$ cat src/rtl/enemy_hit_judge.sv
// enemy_hit_judge
//   Collision arbiter in front of the enemy plane stage. Counts per-frame overlap
//   pixels between the enemy and the player bullet / player plane, decides at each
//   frame boundary whether a hit occurred, then drives the enemy's boom/revive
//   request levels for a fixed number of clk_move rising edges.
//
// Ports
//   clk               system/pixel clock, rising edge
//   rst_n             asynchronous active-low reset
//   clk_move          slow movement clock, synchronous to clk (rising edge = tick)
//   frame_start       one-clk pulse on the first pixel of a frame
//   enemy_en          enemy pixel opaque at current scan position
//   bullet_en         bullet pixel opaque at current scan position
//   player_en         player pixel opaque at current scan position
//   enemyplane_exist  enemy alive flag from the enemy stage
//   boom              explosion request level
//   revive            respawn request level
//   bullet_hit        one-clk pulse, bullet consumed
//   player_hit        one-clk pulse, player collided with enemy
//   kills             saturating count of bullet kills since reset
module enemy_hit_judge #(
    parameter int unsigned HIT_MIN_PIXELS = 4,
    parameter int unsigned BOOM_TICKS     = 255,
    parameter int unsigned REVIVE_TICKS   = 2
) (
    input  logic       clk,
    input  logic       rst_n,
    input  logic       clk_move,
    input  logic       frame_start,
    input  logic       enemy_en,
    input  logic       bullet_en,
    input  logic       player_en,
    input  logic       enemyplane_exist,
    output logic       boom,
    output logic       revive,
    output logic       bullet_hit,
    output logic       player_hit,
    output logic [7:0] kills
);

    typedef enum logic [1:0] {StIdle, StBoom, StRevive} state_e;

    localparam logic [11:0] HitMin     = 12'(HIT_MIN_PIXELS);
    localparam logic [7:0]  BoomLast   = 8'(BOOM_TICKS - 1);
    localparam logic [7:0]  ReviveLast = 8'(REVIVE_TICKS - 1);

    state_e      state_q;
    logic        clk_move_q;
    logic        tick_arm_q;
    logic        frame_arm_q;
    logic [11:0] bcnt_q;
    logic [11:0] pcnt_q;
    logic [7:0]  tcnt_q;
    logic        boom_q;
    logic        revive_q;
    logic        bullet_hit_q;
    logic        player_hit_q;
    logic [7:0]  kills_q;

    logic move_tick;
    logic b_ovl;
    logic p_ovl;
    logic b_hit;
    logic p_hit;

    // tick_arm_q masks the first cycle after reset so a clk_move level held
    // high across reset is not mistaken for a rising edge.
    assign move_tick = clk_move & ~clk_move_q & tick_arm_q;
    assign b_ovl     = bullet_en & enemy_en;
    assign p_ovl     = player_en & enemy_en;

    // frame_arm_q: the counts seen at the first frame_start after reset cover
    // only a partial frame, so no hit is judged until one full frame has passed.
    assign b_hit = frame_arm_q & enemyplane_exist & (bcnt_q >= HitMin);
    assign p_hit = frame_arm_q & enemyplane_exist & (pcnt_q >= HitMin);

    assign boom       = boom_q;
    assign revive     = revive_q;
    assign bullet_hit = bullet_hit_q;
    assign player_hit = player_hit_q;
    assign kills      = kills_q;

    always_ff @(posedge clk or negedge rst_n) begin
        if (!rst_n) begin
            clk_move_q  <= 1'b0;
            tick_arm_q  <= 1'b0;
            frame_arm_q <= 1'b0;
        end else begin
            clk_move_q <= clk_move;
            tick_arm_q <= 1'b1;
            if (frame_start) begin
                frame_arm_q <= 1'b1;
            end
        end
    end

    // Overlap counters: count only while idle; the frame_start pixel starts
    // the new frame's count.
    always_ff @(posedge clk or negedge rst_n) begin
        if (!rst_n) begin
            bcnt_q <= '0;
            pcnt_q <= '0;
        end else if (state_q != StIdle) begin
            bcnt_q <= '0;
            pcnt_q <= '0;
        end else if (frame_start) begin
            bcnt_q <= {11'd0, b_ovl};
            pcnt_q <= {11'd0, p_ovl};
        end else begin
            if (b_ovl && (bcnt_q != 12'hFFF)) begin
                bcnt_q <= bcnt_q + 12'd1;
            end
            if (p_ovl && (pcnt_q != 12'hFFF)) begin
                pcnt_q <= pcnt_q + 12'd1;
            end
        end
    end

    always_ff @(posedge clk or negedge rst_n) begin
        if (!rst_n) begin
            state_q      <= StIdle;
            tcnt_q       <= '0;
            boom_q       <= 1'b0;
            revive_q     <= 1'b0;
            bullet_hit_q <= 1'b0;
            player_hit_q <= 1'b0;
            kills_q      <= '0;
        end else begin
            bullet_hit_q <= 1'b0;
            player_hit_q <= 1'b0;
            case (state_q)
                StIdle: begin
                    if (frame_start && (b_hit || p_hit)) begin
                        bullet_hit_q <= b_hit;
                        player_hit_q <= p_hit;
                        if (b_hit && (kills_q != 8'hFF)) begin
                            kills_q <= kills_q + 8'd1;
                        end
                        tcnt_q  <= '0;
                        boom_q  <= 1'b1;
                        state_q <= StBoom;
                    end
                end
                StBoom: begin
                    if (move_tick) begin
                        if (tcnt_q == BoomLast) begin
                            tcnt_q   <= '0;
                            boom_q   <= 1'b0;
                            revive_q <= 1'b1;
                            state_q  <= StRevive;
                        end else begin
                            tcnt_q <= tcnt_q + 8'd1;
                        end
                    end
                end
                StRevive: begin
                    if (move_tick) begin
                        if (tcnt_q == ReviveLast) begin
                            tcnt_q   <= '0;
                            revive_q <= 1'b0;
                            state_q  <= StIdle;
                        end else begin
                            tcnt_q <= tcnt_q + 8'd1;
                        end
                    end
                end
                default: begin
                    tcnt_q   <= '0;
                    boom_q   <= 1'b0;
                    revive_q <= 1'b0;
                    state_q  <= StIdle;
                end
            endcase
        end
    end

endmodule

$ cat config.mk
export PLATFORM = sky130hd
export DESIGN_NAME = enemy_hit_judge
export DESIGN_NICKNAME = d
export VERILOG_FILES = /design/src/rtl/enemy_hit_judge.sv
export SDC_FILE = /design/constraint.sdc
export NUM_CORES = 1
export LEC_CHECK = 0
export ABC_AREA = 1
export ABC_CLOCK_PERIOD_IN_PS = 2800
export BUFFER_PORTS_ARGS = -buffer_cell sky130_fd_sc_hd__buf_2
export CAP_MARGIN = 25
export CORE_ASPECT_RATIO = 1.1
export CORE_MARGIN = 2
export CORE_UTILIZATION = 43
export CTS_CLUSTER_DIAMETER = 80
export DETAILED_ROUTE_END_ITERATION = 8
export MAX_ROUTING_LAYER = met4
export PLACE_DENSITY = 0.68
export SKIP_CTS_REPAIR_TIMING = 1
export SLEW_MARGIN = 40
export SYNTH_ARGS = -nofsm -noshare
export SYNTH_HDL_FRONTEND = slang
export SYNTH_SLANG_ARGS = --single-unit
$ cat constraint.sdc
create_clock -name clk -period 2.8 [get_ports clk]
set_input_delay 0 -clock clk [delete_from_list [all_inputs] [get_ports clk]]
set_output_delay 0 -clock clk [all_outputs]
set_load 0.1 [all_outputs]
==> results.txt, run 1 <==
Broken down by cell family, the worst path's largest delay share belongs to simple AND/OR/NAND/NOR gates. The aggregate negative setup slack came out at 0 ps. The worst min-delay path category is in -> reg. The slew at the pin with the worst max-slew slack came out at 669 ps.

The clock network fraction of design power came out at 0.280. The first detailed-routing pass took 4 iterations. The initial DRC count came out at 113. The sequential power share is 0.374.

The final setup violation count is 0. After filler insertion, the fill cell instance count of the layout stands at 662. The leftover overflow at the end of global routing is 0. Headroom to the max-slew limit came out at 0.554. The Yosys warning count is 0. In the post-route analysis, the smallest setup slack over all paths is 778 ps. The clock-pin transition on the worst setup and hold timing paths is 100 ps. The multi-input logic area came out at 1560 sq um. Sorting the synthesized cells by how often they occur yields sky130_fd_sc_hd__nand2_1 (96), sky130_fd_sc_hd__nor2_1 (51), sky130_fd_sc_hd__dfrtp_1 (49).

The worst clock skew came out at 10.1 ps. The number of max-cap violations is 0. In this run the tool buffered the top-level ports with 19 buffer cells.

The width of the chip is 83.7 um. Of the total power, combinational logic draws 0.346. The net switching fraction of the power came out at 0.399. The number of nets still failing antenna checks after routing came out at 0. On the critical path, the stage with the largest delay is an instance of sky130_fd_sc_hd__ha_1. The slack of the worst reg-to-reg path is 780 ps. For this run, the post-layout net count is 439.

The areal power density over the cells is 661 nW/um^2. The HPWL reported at the end of detailed placement is 4690 um. By area the synthesized netlist is led by sky130_fd_sc_hd__dfrtp_1 (41%), sky130_fd_sc_hd__nand2_1 (12%), sky130_fd_sc_hd__nor2_1 (6.4%). Based on the critical path, the design can be clocked at up to 495 MHz. The critical path's largest stage delay is 460 ps. The number of antenna violations at the first check in global routing was 0.

The maximum number of pins on one net before global-route repair came out at 32. The per-cell via count in the routed design came out at 5.11. The biggest area contributor in the post-synthesis netlist is sky130_fd_sc_hd__dfrtp_1. The global placement routability congestion came out at 0.936.

The length in cells of the worst reg-to-reg path came out at 7. The number of logic stages on the critical path including buffering came out at 7. The antenna diode instance count is 0.

The post-placement worst setup slack came out at 785 ps. Counting I/O delays and the setup requirement, the final critical path takes 2020 ps. sky130_fd_sc_hd__nand2_1 is the most common cell in the netlist. The maximum clock insertion buffer count came out at 2. The part of the Yosys area used for sequential elements came out at 0.408.

The count of endpoints failing hold in the final timing report is 0. The max-slew violation total from the final report is 0. The critical path launch point type is a flop.

The area of the core came out at 6670 sq um. Of the available clock period, the critical path in the final layout requires 0.722. The worst setup path is of the reg -> reg kind. The run finished with clean final reports. The required time of the critical path is 3030 ps. The async set-reset flop share out of synthesis came out at 1.00.

The DRC violations left came out at 0. The later pin in the worst-skew pair is clocked with a latency of 310 ps. The critical path goes through inv_1 > ha_1 > nand2_1 > nor2_4 > nand2_1 > nor2_1 > xor2_1. In this run, synthesis inferred 0 flip-flops with an integrated enable. The startpoint identified for the worst register-to-register timing path is state_q[0]$_DFFE_PN0P_. In the global route stage, overall resource usage came out at 0.179.

The footprint of the flip-flops and latches came out at 1230 sq um. Synthesis inferred 49 register bits. From synthesis to final layout, the design area changed by 10.9%. Internal power comes to 1.33 mW. After detailed routing, the average wire length per cell comes to 12.7 um. The depth of the CTS H-tree came out at 2. The mean instance size in the synthesized netlist came out at 7.60 sq um. The number of buffers created by CTS came out at 5. In the synthesized netlist the dominant register cell turns out to be sky130_fd_sc_hd__dfrtp_1.

The critical-path maximum fanout came out at 12. Synthesis handed over a netlist of 396 instances. Setup repair after global routing left no endpoint under its margin.

STA puts the critical path data arrival time at 2250 ps. The overall die area is 7680 sq um. In this run the count of I/O pins placed on the die edge is 20.

The area share of the largest cell type after synthesis came out at 0.408. The endpoint identified for the worst register-to-register timing path is kills[4]$_DFFE_PN0P_. The startpoint identified for the worst hold timing path is frame_start. Across the VDD grid, the largest voltage drop is 0.539 mV.

The via count of the first global-routing pass came out at 2,383. STA classifies the critical path endpoint as a flop. The via total after detailed routing is 2,568. The net switching power came out at 879 uW. The proportion of layout cells with a drive suffix above 1 is 0.131. The die is 91.7 um tall. The leakage power came out at 1.57 nW. The first global-routing pass estimated 11,000 um of wire. In this design, the critical path's most frequently occurring cell is sky130_fd_sc_hd__nand2_1. After synthesis the cells add up to 3010 sq um. After synthesis, the netlist uses 33 different library cells. Along the worst hold path, the cell count comes to 2. Together, buffers and inverters on the worst path number 1. Summed over all layers, the routed wires come to 6370 um. The number of sinks handled by clock tree synthesis came out at 49.

At the end of the flow the core is filled with cells to 0.500. The initial core utilization is 0.451. The cell chosen for the clock root is sky130_fd_sc_hd__clkbuf_8. The CTS tree is done. The total number of placement rows is 31. Synthesis produced a netlist with a net count of 415.

The endpoint with the worst hold slack is frame_arm_q$_DFFE_PN0P_.
-- worst reg2reg max path, cell delays in order, from the launching register on --
cell and delay [ps]:
sky130_fd_sc_hd__dfrtp_1 400, sky130_fd_sc_hd__inv_1 110, sky130_fd_sc_hd__ha_1 460, sky130_fd_sc_hd__nand2_1 290, sky130_fd_sc_hd__nor2_4 250, sky130_fd_sc_hd__nand2_1 150
sky130_fd_sc_hd__nor2_1 140, sky130_fd_sc_hd__xor2_1 150
-- metrics by stage --
step	power, mW	std cells	area, sq um	hold WS (ps)
finish	2.20	503	3330	89.0
global route	2.36	503	3330	93.2
CTS	2.22	501	3310	-268
detailed placement	1.60	493	3180	76.2
global placement	1.58	493	3180	75.1
floorplan	1.44	396	3010	-296
-- cells by family after synthesis --
| logic type | after synthesis | share of synthesized area |
|---|---|---|
| other | 1 | 0.00125 |
| DFF | 49 | 0.408 |
| adders and majority gates | 11 | 0.0458 |
| buffers and inverters | 52 | 0.0736 |
| and+or+nand+nor | 225 | 0.338 |
| AOI/OAI and AO/OA | 41 | 0.0840 |
| xor gates and xnor gates | 17 | 0.0495 |
-- sequential cells by signal, summed over array words and instances, names as in the netlist --
signal / cells
bcnt_q: 12
player_hit: 1
kills: 8
state_q: 2
tick_arm_q: 1
revive: 1
clk_move_q: 1
pcnt_q: 12
bullet_hit: 1
boom: 1
frame_arm_q: 1
tcnt_q: 8
-- cell usage in the layout, fill, tap and decap left out --
cell type,n
sky130_fd_sc_hd__conb_1,1
sky130_fd_sc_hd__clkinv_2,1
sky130_fd_sc_hd__inv_6,1
sky130_fd_sc_hd__nor2_1,51
sky130_fd_sc_hd__nand2_4,1
sky130_fd_sc_hd__nor3_1,8
sky130_fd_sc_hd__buf_2,19
sky130_fd_sc_hd__clkbuf_8,5
sky130_fd_sc_hd__inv_2,2
sky130_fd_sc_hd__dfrtp_1,49
sky130_fd_sc_hd__nand2_1,96
sky130_fd_sc_hd__o21bai_2,1
sky130_fd_sc_hd__nor2_2,2
sky130_fd_sc_hd__dlygate4sd3_1,2
sky130_fd_sc_hd__nand2_2,3
sky130_fd_sc_hd__nand3b_1,2
sky130_fd_sc_hd__nand3_1,36
sky130_fd_sc_hd__nor3b_1,2
sky130_fd_sc_hd__or2_2,1
sky130_fd_sc_hd__buf_4,3
sky130_fd_sc_hd__a21o_1,1
sky130_fd_sc_hd__a21oi_1,11
sky130_fd_sc_hd__nand3_2,3
sky130_fd_sc_hd__o21ai_0,16
sky130_fd_sc_hd__ha_1,11
sky130_fd_sc_hd__o21bai_1,1
sky130_fd_sc_hd__nor2_4,1
sky130_fd_sc_hd__o22ai_1,2
sky130_fd_sc_hd__xnor2_1,5
sky130_fd_sc_hd__bufinv_16,2
sky130_fd_sc_hd__o21ai_2,9
sky130_fd_sc_hd__xor2_1,12
sky130_fd_sc_hd__inv_1,42
sky130_fd_sc_hd__nand4_1,18
sky130_fd_sc_hd__nor3b_2,1
-- final cells by class --
| cell class | count | share of cell area |
|---|---|---|
| clock buffer | 5 | 0.0206 |
| timing repair buffer | 24 | 0.0413 |
| sequential | 49 | 0.368 |
| inverter | 45 | 0.0510 |
| clock inverter | 3 | 0.0206 |
| multi-input combinational | 295 | 0.468 |
| tap | 82 | 0.0308 |
-- per-layer routing --
metal  up-vias  wire length [um]  track usage
li1       1327                 -            -
met2        52              2940        0.274
met4         0                34       0.0390
met5         -                 0            -
met1      1187              3150        0.245
met3         2               250       0.0405
-- power groups by stage --
stage	logic (mW)	registers, mW	clock network (mW)
final	0.763	0.825	0.617
after floorplan	0.513	0.924	0
after detailed placement	0.761	0.837	0
after global routing	0.862	0.834	0.661
after CTS	0.766	0.824	0.632
after global placement	0.748	0.835	0
-- worst max path at each step --
stage                           start  slack [ps]                     to
4_1_cts        state_q[0]$_DFFE_PN0P_         780  bcnt_q[8]$_DFFE_PN0P_
6_report       state_q[0]$_DFFE_PN0P_         780   kills[4]$_DFFE_PN0P_
3_3_place_gp   state_q[0]$_DFFE_PN0P_         910  pcnt_q[8]$_DFFE_PN0P_
5_1_grt        state_q[0]$_DFFE_PN0P_         570  bcnt_q[8]$_DFFE_PN0P_
3_5_place_dp   state_q[0]$_DFFE_PN0P_         780  bcnt_q[8]$_DFFE_PN0P_
2_1_floorplan    kills[1]$_DFFE_PN0P_         520   kills[4]$_DFFE_PN0P_
No activity file was read; power rests on OpenSTA's default activity.
==> run 2: changes to the inputs <==
Settings changed: ABC_AREA 1 to 0, ABC_CLOCK_PERIOD_IN_PS 2800 to 1900.
Clock period 2.8 ns to 1.9 ns, I/O delays scaled along.
==> run 2 against run 1 <==
The flow now finishes with violations (negative setup slack). Cell area increased by 3.9%. Synthesized cell count fell by 30%. Total power up 2.2%. Via count down 12%. Combinational power down 68%. Hold slack worse by 80 ps. Critical path type unchanged. Largest cell class unchanged. Highest routed layer unchanged.
==> results.txt, run 2 <==
The initial DRC count is 93 (-18%). The largest individual stage delay along the critical path comes from the cell sky130_fd_sc_hd__or3b_4. The average routed wire per standard cell is 13.6 um (+7.7%). The count of buffers inserted at the top-level ports came out at 19 (unchanged). The leakage power came to 1.49 nW (-5.1%). The final core area utilization came out at 0.566 (+0.0662).

Clock tree synthesis selected as its root buffer the cell sky130_fd_sc_hd__clkbuf_8. The post-route worst setup slack is -100 ps (-878 ps). The maximum number of pins on one net before global-route repair came out at 33 (+3.1%). The area of the core was 6120 sq um (-8.3%).

The clock network fraction of design power is 0.399 (+0.119). The met3 wire length was 215 um (-14%). The per-cell via count in the routed design is 5.31 (+4.0%). The checks that failed: negative setup slack. The dominant delay contributor by cell family on the critical path is simple AND/OR/NAND/NOR gates. The number of nets still failing antenna checks after routing is 0 (unchanged). The via total after detailed routing came out at 2,252 (-12%). Setup repair after global routing could not meet its margin everywhere. The total routed wirelength is 5780 um (-9.2%). The total instance count after detailed placement is 414 (-16%). The net count of the finished layout was 362 (-18%). The number of filler instances in the final layout came out at 541 (-18%). The post-placement worst setup slack was -221 ps (-1010 ps). The maximum vdd ir drop is 0.473 mV (-12%). The proportion of layout cells with a drive suffix above 1 is 0.323 (+0.192).

The required time of the critical path came out at 2110 ps (-920 ps). The overall fraction of global-route tracks in use is 0.192 (+0.0123). The number of buffers created by CTS is 5 (unchanged). The total number of placement rows was 30 (-3.2%). The worst clock skew is 8.94 ps (-1.17 ps). The net switching power came out at 533 uW (-39%). The latest clock arrival within the worst-skew pair came out at 310 ps (about the same). The post-synthesis net count came to 298 (-28%). The number of sinks handled by clock tree synthesis came out at 49 (unchanged). The clock-pin transition on the worst setup and hold timing paths was 100 ps (about the same).

Leaving out fill and tap cells, the most frequent cells in the layout are sky130_fd_sc_hd__buf_4 (44), sky130_fd_sc_hd__dfrtp_1 (41), sky130_fd_sc_hd__nor2_1 (31), sky130_fd_sc_hd__buf_2 (18), sky130_fd_sc_hd__inv_1 (17). The number of distinct library cells after synthesis came to 50 (+52%). The DRC violations left is 0 (unchanged). The HPWL reported at the end of detailed placement is 4260 um (-9.0%).

Sorting the synthesized cells by area gives the leading types as sky130_fd_sc_hd__dfrtp_1 (45%), sky130_fd_sc_hd__ha_1 (5.1%), sky130_fd_sc_hd__nor2_1 (4.3%). The critical path in this run is classified as reg -> reg. The global placement routability congestion came to 0.892 (-4.8%). The sequential power share came out at 0.493 (+0.119). TritonCTS built the clock tree.

The summed instance area of the synthesized netlist is 2700 sq um (-10%). The part of the Yosys area used for sequential elements was 0.455 (+0.0473). For this run, the leading register cell type out of synthesis is sky130_fd_sc_hd__dfrtp_1.

The max-slew violation total from the final report came out at 0 (unchanged). The largest area contributor in the synthesized netlist is sky130_fd_sc_hd__dfrtp_1. The areal power density over the cells is 650 nW/um^2 (-1.6%).

The area share of the largest cell type after synthesis was 0.455 (+0.0473). The area growth from synthesis to layout is 28.5%. The via count of the first global-routing pass was 2,253 (-5.5%). The number of standard cells in the layout, taps in and fillers out is 424 (-16%). The critical path's largest stage delay came out at 430 ps (-30 ps). The power share of the combinational group is 0.109 (-0.237). The timing-limited maximum frequency came to 500 MHz (+1.1%). The flow ran to the end, but the final reports show violations. The antenna diode instance count came out at 0 (unchanged).

The mean instance size in the synthesized netlist came to 9.66 sq um (+27%). The critical-path maximum fanout is 7 (-5). The maximum clock insertion buffer count is 2 (unchanged). The initial core utilization was 0.440 (-0.0104). The number of antenna violations at the first check in global routing came to 0 (unchanged). The async set-reset flop share out of synthesis came to 1.00 (unchanged).

The die extent in y is 87.0 um (-5.1%). The number of max-cap violations was 0 (unchanged). The final setup violation count is 10 (+10). The aggregate negative setup slack came out at -629 ps (-629 ps).

Yosys instantiated no cell more often than sky130_fd_sc_hd__dfrtp_1. The clock period minus worst slack is 2000 ps (-21.8 ps). In this run the worst hold path is classified as in -> reg.

The net switching fraction of the power is 0.236 (-0.162). The post-synthesis instance total came out at 279 (-30%). The leftover overflow at the end of global routing is 0 (unchanged). The number of I/O pins is 20 (unchanged). The internal power was 1.72 mW (+30%).

The arrival time at the worst endpoint is 2210 ps (-40 ps). The commonest cells after synthesis are sky130_fd_sc_hd__dfrtp_1 (49), sky130_fd_sc_hd__nor2_1 (31), sky130_fd_sc_hd__inv_1 (19). The library cell used most frequently in the layout, excluding fill and tap cells, is sky130_fd_sc_hd__buf_4. The number of flops mapped to enable cells by yosys is 0 (unchanged). The met2 layer wire length in the routed design is 2850 um (-3.1%). The first-pass detailed-route iteration total came to 4 (unchanged). The width of the chip came out at 79.5 um (-5.1%). The critical path goes through inv_2 > ha_4 > or2_1 > a22o_1 > a41o_1 > or3b_4 > o41ai_2.

The wire length on met1 came out at 2640 um (-16%). The Yosys warning count came out at 0 (unchanged). STA classifies the critical path startpoint as a flop. STA classifies the critical path endpoint as a flop.

The first-pass GRT wire length came out at 10,200 um (-6.9%). The post-route fraction of the period consumed by the critical path came out at 1.05 (+0.331). In the final layout, the registers with the most flip-flops are bcnt_q (12), pcnt_q (12). The depth of the CTS H-tree came out at 2 (unchanged). The count of endpoints failing hold in the final timing report is 0 (unchanged). The buffers plus inverters on the worst setup path came out at 1 (unchanged). The post-synthesis sequential element count came to 49 (unchanged). Signal routing reaches up to met4. The overall die area came to 6920 sq um (-9.9%).
==> run 2: layout make-up <==
cell class,count,area [sq um],area share
Multi-Input combinational cell,203,1470,0.423
Sequential cell,49,1240,0.357
Timing Repair Buffer,65,452,0.130
Tap cell,80,100,0.0289
Inverter,19,71.3,0.0206
Clock buffer,5,68.8,0.0199
Clock inverter,3,68.8,0.0199
==> run 2: final timing paths <==
path	startpoint	to	slack, ps	depth (start not counted)
hold reg to reg	kills[6]$_DFFE_PN0P_	kills[6]$_DFFE_PN0P_	490	1
max in group asynchronous	rst_n	pcnt_q[0]$_DFFE_PN0P_	1220	3
setup reg to reg	state_q[0]$_DFFE_PN0P_	tcnt_q[6]$_DFFE_PN0P_	-100	7
hold / removal	frame_start	bcnt_q[0]$_DFFE_PN0P_	9	2
setup / recovery	state_q[0]$_DFFE_PN0P_	tcnt_q[6]$_DFFE_PN0P_	-100	7
min in group asynchronous	rst_n	bcnt_q[1]$_DFFE_PN0P_	160	2
==> run 2: worst register-to-register path: stages (launching register included) <==
cell and delay [ps]:
sky130_fd_sc_hd__dfrtp_1 410, sky130_fd_sc_hd__inv_2 80, sky130_fd_sc_hd__ha_4 160, sky130_fd_sc_hd__or2_1 210, sky130_fd_sc_hd__a22o_1 180, sky130_fd_sc_hd__a41o_1 220, sky130_fd_sc_hd__or3b_4 440, sky130_fd_sc_hd__o41ai_2 210
==> run 2: power by group through the flow <==
stage / Sequential (mW) / Combinational [mW] / Clock, mW
2_1_floorplan: 1.14 / 0.107 / 0
3_3_place_gp: 1.13 / 0.238 / 0
3_5_place_dp: 1.13 / 0.242 / 0
4_1_cts: 1.11 / 0.242 / 0.920
5_1_grt: 1.12 / 0.282 / 0.960
6_report: 1.11 / 0.245 / 0.898
==> run 2: logic make-up after synthesis <==
logic type | share of synthesized area
AND/OR/NAND/NOR | 0.239
buffers and inverters | 0.0427
multiplexers | 0.0172
flip-flops | 0.455
other | 0.00139
AO/OA/AOI/OAI | 0.116
adder cells (fa/ha/maj) | 0.0511
XOR/XNOR | 0.0780
==> run 2: routing by layer <==
layer / global-route usage / up-vias
met1: 0.245 / 1097
met3: 0.0353 / 6
li1: - / 1112
met2: 0.313 / 37
met5: - / -
met4: 0.0517 / 0
==> run 2: per-stage QoR <==
stage | area, sq um | power [mW] | hold WS [ps]
after floorplan | 2720 | 1.25 | -296
after global placement | 3200 | 1.37 | 93.8
after detailed placement | 3200 | 1.37 | 106
after CTS | 3340 | 2.27 | -231
after global routing | 3460 | 2.36 | 19.9
final | 3460 | 2.25 | 9.29
==> run 3: changes to the inputs <==
Settings changed: BUFFER_PORTS_ARGS -buffer_cell sky130_fd_sc_hd__buf_2 to default, DONT_BUFFER_PORTS from default to 1, PLACE_DENSITY 0.68 to 0.66, SLEW_MARGIN 40 to 20.
==> run 3 against run 2 <==
The flow still finishes with violations (negative setup slack). Fmax decreased by 3.2%. Global-route usage about the same. Core utilization increased by 1.4 points. Critical endpoint is now tcnt_q[4]$_DFFE_PN0P_.
==> results.txt, run 3 (same netlist as run 2, synthesis figures left out) <==
The run finished, with violations left. The final reports fail on negative setup slack. The CTS tree is done.

The final setup violation count is 10 (unchanged). The DRC violations left is 0 (unchanged). The number of max-cap violations came out at 0 (unchanged). The critical path launch point type is a flop.

The proportion of layout cells with a drive suffix above 1 is 0.310 (-0.0123). The via count of the first global-routing pass is 2,267 (+0.62%). The worst setup path is captured at a flop. The net count of the finished layout came out at 366 (+1.1%). The cell chosen for the clock root is sky130_fd_sc_hd__clkbuf_8.

The width of the chip came out at 79.5 um (unchanged). The total power was 2.04 mW (-9.3%). The first-pass detailed-route iteration total came out at 4 (unchanged).

Leaving out fill and tap cells, the most frequent cell in the layout is sky130_fd_sc_hd__buf_4. The area of the core is 6120 sq um (unchanged). The leftover overflow at the end of global routing came out at 0 (unchanged). The number of I/O pins came out at 20 (unchanged). The depth of the CTS H-tree was 2 (unchanged). The average routed wire per standard cell came out at 14.4 um (+5.4%). The post-route fraction of the period consumed by the critical path came out at 1.09 (+0.0345). The tightest min-delay check is of the in -> reg type. The maximum clock insertion buffer count is 2 (unchanged).

The number of sinks handled by clock tree synthesis is 49 (unchanged). The max-slew violation total from the final report came out at 0 (unchanged). The first-pass GRT wire length is 10,100 um (-1.0%). The post-placement worst setup slack came out at -259 ps (-38.4 ps). The HPWL reported at the end of detailed placement is 4250 um (-0.30%). The count of endpoints failing hold in the final timing report came out at 0 (unchanged). The clock period minus worst slack is 2070 ps (+65.5 ps).

The clock-pin transition on the worst setup and hold timing paths is 100 ps (about the same). The count of buffers inserted at the top-level ports was 0 (-19). The total routed wirelength is 6150 um (+6.4%). The multi-input logic area is 1480 sq um (+0.85%).

The timing-limited maximum frequency is 484 MHz (-3.2%). The via total after detailed routing came out at 2,267 (+0.67%). The antenna diode instance count came out at 0 (unchanged). The required time of the critical path was 2120 ps (about the same). The overall fraction of global-route tracks in use is 0.191 (-0.000237). The total instance count after detailed placement came to 410 (-0.97%). The largest registers in the layout are bcnt_q (12), pcnt_q (12). The arrival time at the worst endpoint was 2280 ps (+70 ps).

The critical-path maximum fanout came out at 7 (unchanged). The per-cell via count in the routed design came out at 5.30 (-0.27%). The number of standard cells in the layout, taps in and fillers out is 428 (+0.94%).

The latest clock arrival within the worst-skew pair came out at 300 ps (about the same). The slack of the worst reg-to-reg path is -170 ps (-70 ps). The area growth from synthesis to layout is 31.6%. The post-route worst setup slack is -166 ps (-65.5 ps). The overall die area is 6920 sq um (unchanged). The critical path is of the reg -> reg type. The maximum vdd ir drop is 0.411 mV (-13%). The number of nets still failing antenna checks after routing came to 0 (unchanged). The smallest hold slack came out at 15.9 ps (+6.61 ps).

The initial DRC count came out at 94 (+1.1%). Setup repair after global routing could not meet its margin everywhere. The number of antenna violations at the first check in global routing is 0 (unchanged).

The aggregate negative setup slack is -1050 ps (-423 ps). The maximum number of pins on one net before global-route repair is 50 (+52%). The die extent in y is 87.0 um (unchanged). The worst clock skew is 3.46 ps (-5.48 ps). The footprint of the flip-flops and latches is 1240 sq um (unchanged).

The leakage power is 1.54 nW (+3.1%). The number of filler instances in the final layout is 526 (-2.8%). The initial core utilization came out at 0.440 (unchanged). The global placement routability congestion is 0.895 (+0.31%). The library cells used most frequently in the layout, excluding fill and tap cells, are sky130_fd_sc_hd__buf_4 (61), sky130_fd_sc_hd__dfrtp_1 (41), sky130_fd_sc_hd__nor2_1 (31), sky130_fd_sc_hd__inv_1 (17). The number of buffers created by CTS came out at 5 (unchanged). The areal power density over the cells came out at 576 nW/um^2 (-11%).

The total number of placement rows is 30 (unchanged).
-- run 3: metrics by stage --
| step | cell area [sq um] | utilization |
|---|---|---|
| 2_1_floorplan | 2720 | - |
| 3_3_place_gp | 3230 | 0.528 |
| 3_5_place_dp | 3230 | 0.528 |
| 4_1_cts | 3330 | 0.544 |
| 5_1_grt | 3550 | 0.580 |
| 6_report | 3550 | 0.580 |
-- run 3: area by class of cell --
cell class | count | area share
clock buffers | 5 | 0.0194
multi-input cells | 203 | 0.417
flip-flops and latches | 49 | 0.349
well taps | 80 | 0.0282
clock inverters | 3 | 0.00741
repair buffers | 69 | 0.159
inverters | 19 | 0.0201
-- run 3: final timing paths --
check	cells past startpoint	startpoint	to
max reg2reg	7	state_q[0]$_DFFE_PN0P_	tcnt_q[4]$_DFFE_PN0P_
max in group asynchronous	2	rst_n	kills[1]$_DFFE_PN0P_
min	4	bullet_en	bcnt_q[9]$_DFFE_PN0P_
max	7	state_q[0]$_DFFE_PN0P_	tcnt_q[4]$_DFFE_PN0P_
min reg2reg	1	frame_arm_q$_DFFE_PN0P_	frame_arm_q$_DFFE_PN0P_
min in group asynchronous	2	rst_n	bcnt_q[9]$_DFFE_PN0P_
-- run 3: per-layer routing --
metal / wire length, um / track usage / part of all wire
met1: 2720 / 0.229 / 0.44
met2: 3120 / 0.322 / 0.51
met3: 252 / 0.0394 / 0.041
met4: 56 / 0.0643 / 0.0091
met5: 0 / - / 0
-- run 3: power by group --
group	total, mW	leakage [nW]	internal [mW]	switching, mW
Clock	0.653	0.0423	0.268	0.384
Sequential	1.11	0.651	1.08	0.0268
Combinational	0.286	0.843	0.140	0.145
Total	2.04	1.54	1.49	0.557
-- run 3: critical path, stage by stage (launching register included) --
cell and delay [ps]:
sky130_fd_sc_hd__dfrtp_1 420, sky130_fd_sc_hd__inv_2 80, sky130_fd_sc_hd__ha_4 160, sky130_fd_sc_hd__or2_1 210, sky130_fd_sc_hd__a22o_1 170, sky130_fd_sc_hd__a41o_1 220, sky130_fd_sc_hd__or3b_4 460, sky130_fd_sc_hd__o31ai_2 260
